### src/rtl/uart_tx_ctrl.sv
// UART TX controller: frames a byte (start, 8 data bits LSB-first, stop) and sequences the TX shift register.
// Define UART_TX_HOLD_EN to add a one-entry holding register so frames can run back-to-back.
module uart_tx_ctrl #(
   parameter int unsigned CLKS_PER_BIT = 434,
   parameter int unsigned CNT_W        = 16
) (
   input  logic       Clk,
   input  logic       Reset_n,
   input  logic [7:0] Tx_data,
   input  logic       Tx_valid,
   output logic       Tx_ready,
   output logic [9:0] Data_reg_out,
   output logic       Load_shift_register,
   output logic       Start,
   output logic       Shift_en,
   output logic       Busy,
   output logic       Frame_done
);

   typedef enum logic [1:0] {IDLE, LOAD, SEND} state_t;

   localparam logic [CNT_W-1:0] BAUD_LAST = CNT_W'(CLKS_PER_BIT - 1);

   state_t           state;
   logic [CNT_W-1:0] baud_cnt;
   logic [3:0]       bit_cnt;
   logic             take;

`ifdef UART_TX_HOLD_EN
   logic             hold_full;
   logic [7:0]       hold_data;
`endif

   assign take = Tx_valid && Tx_ready;

   // Frame bit 9 leaves the shift register first, so data goes in reversed.
   function automatic logic [9:0] frame(input logic [7:0] d);
      logic [7:0] rev;
      rev = {<<{d}};
      return {1'b0, rev, 1'b1};
   endfunction

   always_ff @(posedge Clk or negedge Reset_n) begin
      if (!Reset_n) begin
         state               <= IDLE;
         baud_cnt            <= '0;
         bit_cnt             <= '0;
         Tx_ready            <= 1'b0;
         Data_reg_out        <= '1;
         Load_shift_register <= 1'b0;
         Start               <= 1'b0;
         Shift_en            <= 1'b0;
         Busy                <= 1'b0;
         Frame_done          <= 1'b0;
`ifdef UART_TX_HOLD_EN
         hold_full           <= 1'b0;
         hold_data           <= '0;
`endif
      end else begin
         Load_shift_register <= 1'b0;
         Shift_en            <= 1'b0;
         Frame_done          <= 1'b0;
`ifdef UART_TX_HOLD_EN
         if (take && state != IDLE) begin
            hold_data <= Tx_data;
            hold_full <= 1'b1;
            Tx_ready  <= 1'b0;
         end
`endif
         case (state)
            IDLE: begin
               Tx_ready <= 1'b1;
               if (take) begin
                  Data_reg_out        <= frame(Tx_data);
                  Load_shift_register <= 1'b1;
                  Busy                <= 1'b1;
                  state               <= LOAD;
`ifndef UART_TX_HOLD_EN
                  Tx_ready            <= 1'b0;
`endif
               end
            end
            LOAD: begin
               Start    <= 1'b1;
               baud_cnt <= '0;
               bit_cnt  <= '0;
               state    <= SEND;
            end
            SEND: begin
               if (baud_cnt == BAUD_LAST) begin
                  baud_cnt <= '0;
                  if (bit_cnt < 4'd9) begin
                     Shift_en <= 1'b1;
                     bit_cnt  <= bit_cnt + 4'd1;
                  end else begin
                     Frame_done <= 1'b1;
                     Start      <= 1'b0;
                     bit_cnt    <= '0;
`ifdef UART_TX_HOLD_EN
                     // A byte arriving on this very edge bypasses the (empty) holding
                     // register; these assignments override the capture above.
                     if (hold_full || take) begin
                        Data_reg_out        <= frame(hold_full ? hold_data : Tx_data);
                        Load_shift_register <= 1'b1;
                        hold_full           <= 1'b0;
                        Tx_ready            <= 1'b1;
                        state               <= LOAD;
                     end else begin
                        Busy     <= 1'b0;
                        Tx_ready <= 1'b1;
                        state    <= IDLE;
                     end
`else
                     Busy     <= 1'b0;
                     Tx_ready <= 1'b1;
                     state    <= IDLE;
`endif
                  end
               end else begin
                  baud_cnt <= baud_cnt + 1'b1;
               end
            end
            default: state <= IDLE;
         endcase
      end
   end

endmodule

### config.mk
export PLATFORM = sky130hd
export DESIGN_NAME = uart_tx_ctrl
export DESIGN_NICKNAME = d
export VERILOG_FILES = /design/src/rtl/uart_tx_ctrl.sv
export SDC_FILE = /design/constraint.sdc
export NUM_CORES = 1
export LEC_CHECK = 0
export ABC_AREA = 1
export CAP_MARGIN = 20
export CORE_MARGIN = 4
export CORE_UTILIZATION = 61
export CTS_BUF_LIST = sky130_fd_sc_hd__clkbuf_8
export DETAILED_ROUTE_END_ITERATION = 8
export PLACE_DENSITY = 0.87
export SLEW_MARGIN = 30
export SYNTH_ARGS = -nofsm -noshare
export SYNTH_HDL_FRONTEND = slang
export SYNTH_SLANG_ARGS = --single-unit
### constraint.sdc
create_clock -name Clk -period 4.2 [get_ports Clk]
set_input_delay 0.84 -clock Clk [delete_from_list [all_inputs] [get_ports Clk]]
set_output_delay 0.84 -clock Clk [all_outputs]
set_load 0.05 [all_outputs]
==> results of run 1 <==
==> metal layers <==
| layer | part of all wire, % | vias up | track usage, % |
|---|---|---|---|
| met5 | 0 | - | 0 |
| met4 | 1.7 | 0 | 7.77 |
| met3 | 5.0 | 8 | 6.15 |
| met2 | 48 | 40 | 32.9 |
| met1 | 46 | 801 | 30.3 |
| li1 | - | 887 | - |
==> power breakdown <==
part	switching, mW	internal (mW)
Sequential	0.0508	0.457
Clock	0.126	0.133
Combinational	0.464	0.195
Total	0.641	0.785
==> per-stage QoR <==
step / total power [mW] / worst slack (ns) / std cells / hold WS, ns
5_1_grt: 1.53 / 1.67 / 340 / 0.480
6_report: 1.43 / 1.70 / 340 / 0.458
2_1_floorplan: 0.998 / 2.53 / 268 / 0.467
4_1_cts: 1.44 / 1.70 / 340 / 0.460
3_3_place_gp: 1.16 / 1.93 / 332 / 0.451
3_5_place_dp: 1.18 / 1.87 / 332 / 0.447
==> sequential cells by signal, indices dropped and copies added, names as in the netlist, 2 cells and up <==
| signal | count |
|---|---|
| state | 2 |
| baud_cnt | 16 |
| Data_reg_out | 9 |
| bit_cnt | 4 |
==> Yosys cell counts, drive strengths merged <==
master / count
nor3: 3
a21boi: 1
dfrtp: 28
o21bai: 1
clkbuf: 1
nand4: 8
buf: 4
nand3: 19
o22ai: 1
conb: 1
inv: 36
nor4: 1
nand2: 91
clkinv: 2
ha: 7
a31o: 1
dfstp: 9
a21oi: 3
xor2: 3
nor2: 38
o21ai: 10
==> cell type report <==
type                            count  area [um^2]  share of cell area, %
Tap cell                           44         55.1                   2.30
Inverter                           38          144                   6.02
Sequential cell                    37          937                   39.2
Multi-Input combinational cell    188          911                   38.1
Clock inverter                      2         13.8                  0.576
Clock buffer                        6         82.6                   3.46
Timing Repair Buffer               25          245                   10.3
==> cell families (layout without fill, tap and decap cells) <==
| family | count (synthesis) | after routing | synth area share (%) |
|---|---|---|---|
| other | 1 | 1 | 0.185 |
| and+or+nand+nor | 160 | 160 | 33.7 |
| buffers and inverters | 43 | 71 | 8.94 |
| adders and majority gates | 7 | 7 | 4.32 |
| AOI/OAI and AO/OA | 17 | 17 | 5.43 |
| xor gates and xnor gates | 3 | 3 | 1.29 |
| DFF | 37 | 37 | 46.2 |
==> final timing paths <==
kind                                                to  slack, ns  cells after the start
setup / recovery                       Data_reg_out[3]       1.70                      1
max in group asynchronous            Start$_DFFE_PN0P_       3.08                      1
setup reg to reg              baud_cnt[13]$_DFFE_PN0P_       2.19                      9
min in group asynchronous     baud_cnt[14]$_DFFE_PN0P_       0.62                      1
hold / removal             Data_reg_out[9]$_DFFE_PN1P_       0.46                      2
hold reg to reg            Data_reg_out[9]$_DFFE_PN1P_       0.46                      2
==> results.toml, run 1 <==
[synthesis]
synth_area_leaders = "dfrtp_1, nand2_1, dfstp_2"
yosysTopAreaCellShare_pct = 34.5
syn_nets = 286
netlist-cell-type-count = 29
seq_area_frac_synth_pct = 46.2
synth_area_mm2 = 0.00203
yosys_warnings = 0
postSynthCellCount = 268
synth_area_per_cell_um2 = 7.57
synth-seq-cells = 37
synth_top_area_cell = "dfrtp_1"

[timing]
fin_worst_skew_ns = 0.00729
hold_violations = 0
final-setup-viol-count = 0
fin_setup_tns_ns = 0
rsz0062_at_grt = "no"
fin_crit_sh_pct = 59.5
tightest_slew_ns = 0.781
layout_min_cycle_time_ns = 2.50
drv_slew = 0
clock.fmax_mhz = 400
maxSlewHeadroom_pct = 47.9

[critical_path]
endpoint_kind = "primary output"
crit_chain = "clkdlybuf4s50_1"
rr_startpoint = "state[1]$_DFFE_PN0P_"
cpPeakStageDelay_ns = 0.82
worstPathMaxFanout = 2
path_class = "register to primary output"
critPathBufInv = 1
crit_required_ns = 3.36
crit_arrival_ns = 1.66
cp-startpoint = "Data_reg_out[3]$_DFFE_PN1P_"
critPathSlowestCell = "clkdlybuf4s50_1"
start_kind = "register"
cp_top_family = "buffers and inverters"

[worst_hold_path]
hp-start = "Data_reg_out[9]$_DFFE_PN1P_"
hold_class = "register to register"

[clocking]
h-tree-depth = 2
cts_setup_buffers = 0
cts_sinks = 37
clk_path_buf_depth = 2
numCtsBuffers = 5
post_cts_resized = 0
clkLatencyLatePin_ns = 0.29
cts-root-buf = "clkbuf_8"
cts_tree = "built"
clk_pin_slew_ns = 0.08
cts_hold_buf = 0

[die]
core_region_area_mm2 = 0.00313
rows = 20
die_area_mm2 = 0.00431
io_pins = 27
die_x_um = 65.7
die_h_um = 65.7
start_util_pct = 64.9

[finish]
final_common_cell = "nand2_1"
n_fill_cell = 227
antennaDiodeCount = 0
fin_nets = 313
final_cell_mix = "nand2_1, nor2_1, inv_1"
final_util_pct = 76.4
areaGrowthSynthToFinish_pct = 17.7
drive_above_1_share_pct = 11.1
design_area_mm2 = 0.00239

[power]
pwr_density_cell_mw_per_mm2 = 597
ir_worst_vdd_uv = 402
p_leak_nw = 1.18

[routing]
vias_per_cell = 5.11
drc = 0
first_iter_violations = 148
detail-route-antenna-nets = 0
firstDrtPassIters = 4
wl_um = 4120
wl_per_cell_um = 12.1
vias = 1736

[global_route]
grt.overflow.total = 0
antenna_found_initial = 0
grt_pass1_wl_um = 7210
grt_pass1_vias = 1587
grtUsageTotal_pct = 21.9
grt_max_degree = 38

[placement]
hpwl_um = 3110
routabilityCongestion = 0.849
placed_cell_area_mm2 = 0.00229
numPortBuffers = 25

[run_status]
outcome = "complete, no violations"

[job]
drv_cap = 0
No activity file was read; power rests on OpenSTA's default activity.
==> inputs of run 2 (changes only) <==
--- a/config.mk
+++ b/config.mk
@@ -8,10 +8,10 @@
 export ABC_AREA = 1
 export CAP_MARGIN = 20
 export CORE_MARGIN = 4
-export CORE_UTILIZATION = 61
+export CORE_UTILIZATION = 51
 export CTS_BUF_LIST = sky130_fd_sc_hd__clkbuf_8
 export DETAILED_ROUTE_END_ITERATION = 8
-export PLACE_DENSITY = 0.87
+export PLACE_DENSITY = 0.78
 export SLEW_MARGIN = 30
 export SYNTH_ARGS = -nofsm -noshare
 export SYNTH_HDL_FRONTEND = slang
==> constraint.sdc (replaced) <==
create_clock -name Clk -period 2.1 [get_ports Clk]
set_input_delay 0.42 -clock Clk [delete_from_list [all_inputs] [get_ports Clk]]
set_output_delay 0.42 -clock Clk [all_outputs]
set_load 0.05 [all_outputs]
==> run 2 against run 1 <==
  * Flip-flop and latch count did not move
  * Highest routed layer unchanged
  * First-iteration DRC count down 38%
  * Setup slack got worse by 1.7 ns
  * Critical endpoint is now Data_reg_out[1]
  * Register-to-register slack lost 1.8 ns
  * Largest power group unchanged
==> results.toml, run 2 (synthesized netlist as in run 1, its figures left out) <==
[run_status]
outcome = "complete, no violations"

[power]
p_seq_share_pct = 33.6
internal_power_mw = 1.71
p_leak_nw = 1.21
power.total_mw = 3.01
switchingPower_mw = 1.30
netSwitchingFraction_pct = 43.1
pwr_density_cell_mw_per_mm2 = 1230
clkPwrFrac_pct = 21.5
ir_worst_vdd_uv = 746
comb_power_share_pct = 45.0

[finish]
largest_reg_flops = 16
regArea_um2 = 937
areaGrowthSynthToFinish_pct = 20.8
fin_nets = 318
final_cell_mix = "nand2_1, nor2_1, inv_1"
top_register = "baud_cnt"
n_fill_cell = 323
final_common_cell = "nand2_1"
multi_input_area_um2 = 911
antennaDiodeCount = 0
drive_above_1_share_pct = 13.0
largestRegisters = "baud_cnt (16), Data_reg_out (9), bit_cnt (4)"

[routing]
drc = 0
wl_um = 4380
firstDrtPassIters = 4
vias_per_cell = 5.01
wl_per_cell_um = 12.6
vias = 1747
first_iter_violations = 92
detail-route-antenna-nets = 0

[clocking]
cts-root-buf = "clkbuf_8"
cts_setup_buffers = 0
numCtsBuffers = 5
clk_pin_slew_ns = 0.08
clkLatencyLatePin_ns = 0.29
clk_path_buf_depth = 2
cts_tree = "built"
cts_sinks = 37
h-tree-depth = 2
cts_hold_buf = 0
post_cts_resized = 0

[critical_path]
worstPathMaxFanout = 2
r2r-end = "baud_cnt[13]$_DFFE_PN0P_"
setup.worst_path.end = "Data_reg_out[1]"
path_class = "register to primary output"
rrSetupSlack_ns = 0.37
crit_required_ns = 1.68
cp-startpoint = "Data_reg_out[1]$_DFFE_PN1P_"
endpoint_kind = "primary output"
crit_chain = "clkdlybuf4s50_1"
crit_cells = 1
r2r_cells = 9
critPathSlowestCell = "clkdlybuf4s50_1"
cpPeakStageDelay_ns = 0.79
crit_arrival_ns = 1.63
start_kind = "register"
cp_top_family = "buffers and inverters"
rr_startpoint = "state[0]$_DFFE_PN0P_"
critPathBufInv = 1

[timing]
drv_slew = 0
final-setup-viol-count = 0
clock.fmax_mhz = 488
fin_setup_tns_ns = 0
fin_worst_skew_ns = 0.00731
maxSlewHeadroom_pct = 55.9
hold_ws_ns = 0.155
fin_crit_sh_pct = 97.6
tightest_slew_ns = 0.661
hold_violations = 0
layout_min_cycle_time_ns = 2.05
rsz0062_at_grt = "no"

[die]
die_area_mm2 = 0.00505
start_util_pct = 54.2
io_pins = 27
die_x_um = 71.1
die_h_um = 71.1
rows = 22
core_region_area_mm2 = 0.00374

[global_route]
grt_max_degree = 31
grtUsageTotal_pct = 19.1
grt_pass1_wl_um = 7760
grt.overflow.total = 0
grt_pass1_vias = 1765
antenna_found_initial = 0

[worst_hold_path]
hold_class = "input pin to asynchronous set/reset pin"

[placement]
routabilityCongestion = 0.885
hpwl_um = 3340
numPortBuffers = 25

[job]
drv_cap = 0
[run 2: cell types whose count changed in the layout (fill, tap and decap cells not counted), sizes merged]
cell	previous run	this run
buf	1	7
bufinv	0	1
clkdlybuf4s50	24	23
clkinv	4	2
clkinvlp	0	1
[run 2: metal layers]
metal	up-vias	track usage (%)	wire length (um)
met3	6	3.41	157
met1	819	24.5	1960
met5	-	0	0
met4	0	7.31	63
li1	892	-	-
met2	30	32.2	2200
[run 2: power groups by stage]
stage               combinational, mW  clock (mW)  sequential [mW]
floorplan                       0.596           0             1.40
CTS                              1.37       0.660             1.02
detailed placement               1.37           0             1.03
finish                           1.35       0.647             1.01
global placement                 1.34           0             1.01
global route                     1.48       0.690             1.03
[run 2: how the worst min path moves through the flow]
stage                                      from                           to  cells after the start
floorplan                               Reset_n             Busy$_DFFE_PN0P_                      0
global placement    Data_reg_out[9]$_DFFE_PN1P_  Data_reg_out[9]$_DFFE_PN1P_                      2
detailed placement  Data_reg_out[9]$_DFFE_PN1P_  Data_reg_out[9]$_DFFE_PN1P_                      2
CTS                                     Reset_n            Start$_DFFE_PN0P_                      1
global route                            Reset_n            Start$_DFFE_PN0P_                      1
finish                                  Reset_n     baud_cnt[14]$_DFFE_PN0P_                      1
[run 2: through the flow]
step	instances	setup WS (ns)	utilization, %	instance area, um^2
final	349	0.0505	65.5	2450
after global routing	349	0.00718	65.5	2450
after CTS	349	0.0346	65.5	2450
after detailed placement	341	0.366	62.3	2330
after global placement	341	0.373	62.3	2330
after floorplan	268	0.539	-	2030
[run 2: final cells by class]
class | count | share of cell area (%)
Clock buffer | 6 | 3.37
Clock inverter | 2 | 1.53
Multi-Input combinational cell | 188 | 37.1
Inverter | 38 | 5.87
Sequential cell | 37 | 38.2
Timing Repair Buffer | 30 | 11.4
Tap cell | 48 | 2.45
==> inputs of run 3 (changes only) <==
--- a/config.mk
+++ b/config.mk
@@ -11,6 +11,7 @@
 export CORE_UTILIZATION = 51
 export CTS_BUF_LIST = sky130_fd_sc_hd__clkbuf_8
 export DETAILED_ROUTE_END_ITERATION = 8
+export GPL_TIMING_DRIVEN = 0
 export PLACE_DENSITY = 0.78
 export SLEW_MARGIN = 30
 export SYNTH_ARGS = -nofsm -noshare
==> run 3 against run 2 <==
  * Register-to-register slack lost 0.14 ns
  * Critical path type unchanged
  * Sequential share of layout area grew 0.059 points
  * Clock skew shrank 0.0030 ns
  * Largest power group unchanged
  * Via count shrank 0.86%
==> results.toml, run 3 (synthesized netlist as in run 1, its figures left out) <==
[run_status]
outcome = "complete, no violations"

[power]
power.total_mw = 2.89
netSwitchingFraction_pct = 44.0
internal_power_mw = 1.62
p_leak_nw = 1.21
ir_worst_vdd_uv = 759
comb_power_share_pct = 48.3
p_seq_share_pct = 35.1
clkPwrFrac_pct = 16.6
switchingPower_mw = 1.27
pwr_density_cell_mw_per_mm2 = 1180

[clocking]
cts-root-buf = "clkbuf_8"
clk_path_buf_depth = 2
h-tree-depth = 2
cts_setup_buffers = 0
clk_pin_slew_ns = 0.07
cts_tree = "built"
numCtsBuffers = 5
clkLatencyLatePin_ns = 0.28
cts_sinks = 37
post_cts_resized = 0
cts_hold_buf = 0

[finish]
design_area_mm2 = 0.00245
n_fill_cell = 327
fin_nets = 319
top_register = "baud_cnt"
antennaDiodeCount = 0
final_common_cell = "nand2_1"
drive_above_1_share_pct = 12.0
final_cell_mix = "nand2_1, inv_1, nor2_1"
largest_reg_flops = 16
largestRegisters = "baud_cnt (16), Data_reg_out (9), bit_cnt (4)"
areaGrowthSynthToFinish_pct = 20.7

[timing]
maxSlewHeadroom_pct = 66.0
clock.fmax_mhz = 492
fin_crit_sh_pct = 96.7
layout_min_cycle_time_ns = 2.03
final-setup-viol-count = 0
fin_worst_skew_ns = 0.00427
hold_violations = 0
rsz0062_at_grt = "no"
tightest_slew_ns = 0.509
drv_slew = 0

[routing]
detail-route-antenna-nets = 0
wl_um = 4270
firstDrtPassIters = 4
first_iter_violations = 161
wl_per_cell_um = 12.2
drc = 0
vias_per_cell = 4.96
vias = 1732

[critical_path]
critPathBufInv = 1
crit_required_ns = 1.68
cp_top_family = "buffers and inverters"
endpoint_kind = "primary output"
start_kind = "register"
critPathSlowestCell = "clkdlybuf4s50_1"
crit_arrival_ns = 1.61
rr_startpoint = "state[0]$_DFFE_PN0P_"
crit_chain = "clkdlybuf4s50_1"
path_class = "register to primary output"
cp-startpoint = "Data_reg_out[5]$_DFFE_PN1P_"
worstPathMaxFanout = 2
cpPeakStageDelay_ns = 0.80

[worst_hold_path]
hold_class = "input pin to asynchronous set/reset pin"

[global_route]
grtUsageTotal_pct = 17.6
grt_pass1_wl_um = 7190
grt.overflow.total = 0
antenna_found_initial = 0
grt_pass1_vias = 1641
grt_max_degree = 25

[die]
io_pins = 27
rows = 22
die_h_um = 71.1
core_region_area_mm2 = 0.00374
start_util_pct = 54.2
die_x_um = 71.1
die_area_mm2 = 0.00505

[placement]
hpwl_um = 3340
placed_cell_area_mm2 = 0.00236
routabilityCongestion = 0.851
numPortBuffers = 25

[job]
drv_cap = 0
[run 3: changes by cell type in the layout (fill, tap and decap cells not counted), sizes merged]
cell           delta
buf               -1
bufinv            -1
clkbuf            +1
clkdlybuf4s50     +1
clkinvlp          -1
inv               +1
[run 3: power by group through the flow]
stage	clock, mW	sequential, mW	combinational [mW]
2_1_floorplan	0	1.40	0.596
3_3_place_gp	0	1.02	1.37
3_5_place_dp	0	1.03	1.40
4_1_cts	0.495	1.01	1.41
5_1_grt	0.533	1.04	1.51
6_report	0.481	1.01	1.39
[run 3: area by class of cell]
type	count	area (um^2)	share of cell area, %
Clock inverter	1	3.75	0.153
Multi-Input combinational cell	188	911	37.2
Sequential cell	37	937	38.3
Timing Repair Buffer	26	273	11.1
Tap cell	48	60.1	2.45
Buffer	5	37.5	1.53
Inverter	38	144	5.88
Clock buffer	6	82.6	3.37
[run 3: path summary, 6_finish.rpt]
check | end | slack (ns) | depth (start not counted)
setup / recovery | Data_reg_out[5] | 0.07 | 1
hold / removal | baud_cnt[11]$_DFFE_PN0P_ | 0.04 | 1
setup reg to reg | baud_cnt[8]$_DFFE_PN0P_ | 0.23 | 10
hold reg to reg | Data_reg_out[9]$_DFFE_PN1P_ | 0.46 | 2
max in group asynchronous | Data_reg_out[9]$_DFFE_PN1P_ | 1.55 | 2
min in group Clk | Data_reg_out[9]$_DFFE_PN1P_ | 0.46 | 2
[run 3: layer usage]
layer | part of all wire [%] | track usage, % | vias to the layer above
met1 | 47 | 23.7 | 802
met2 | 49 | 29.0 | 30
li1 | - | - | 894
met5 | 0 | 0 | -
met4 | 1.1 | 4.80 | 0
met3 | 3.0 | 3.55 | 6
[run 3: metrics by stage]
stage / TNS [ns] / hold slack, ns / std cells / worst slack [ns] / utilization, %
final: 0 / 0.0416 / 349 / 0.0690 / 65.4
after global routing: 0 / 0.0517 / 349 / 0.0307 / 65.4
after CTS: 0 / 0.0494 / 349 / 0.0542 / 65.4
after detailed placement: 0 / 0.351 / 342 / 0.236 / 63.1
after global placement: -7.36 / 0.440 / 341 / -0.266 / 62.5
after floorplan: 0 / 0.124 / 268 / 0.539 / -
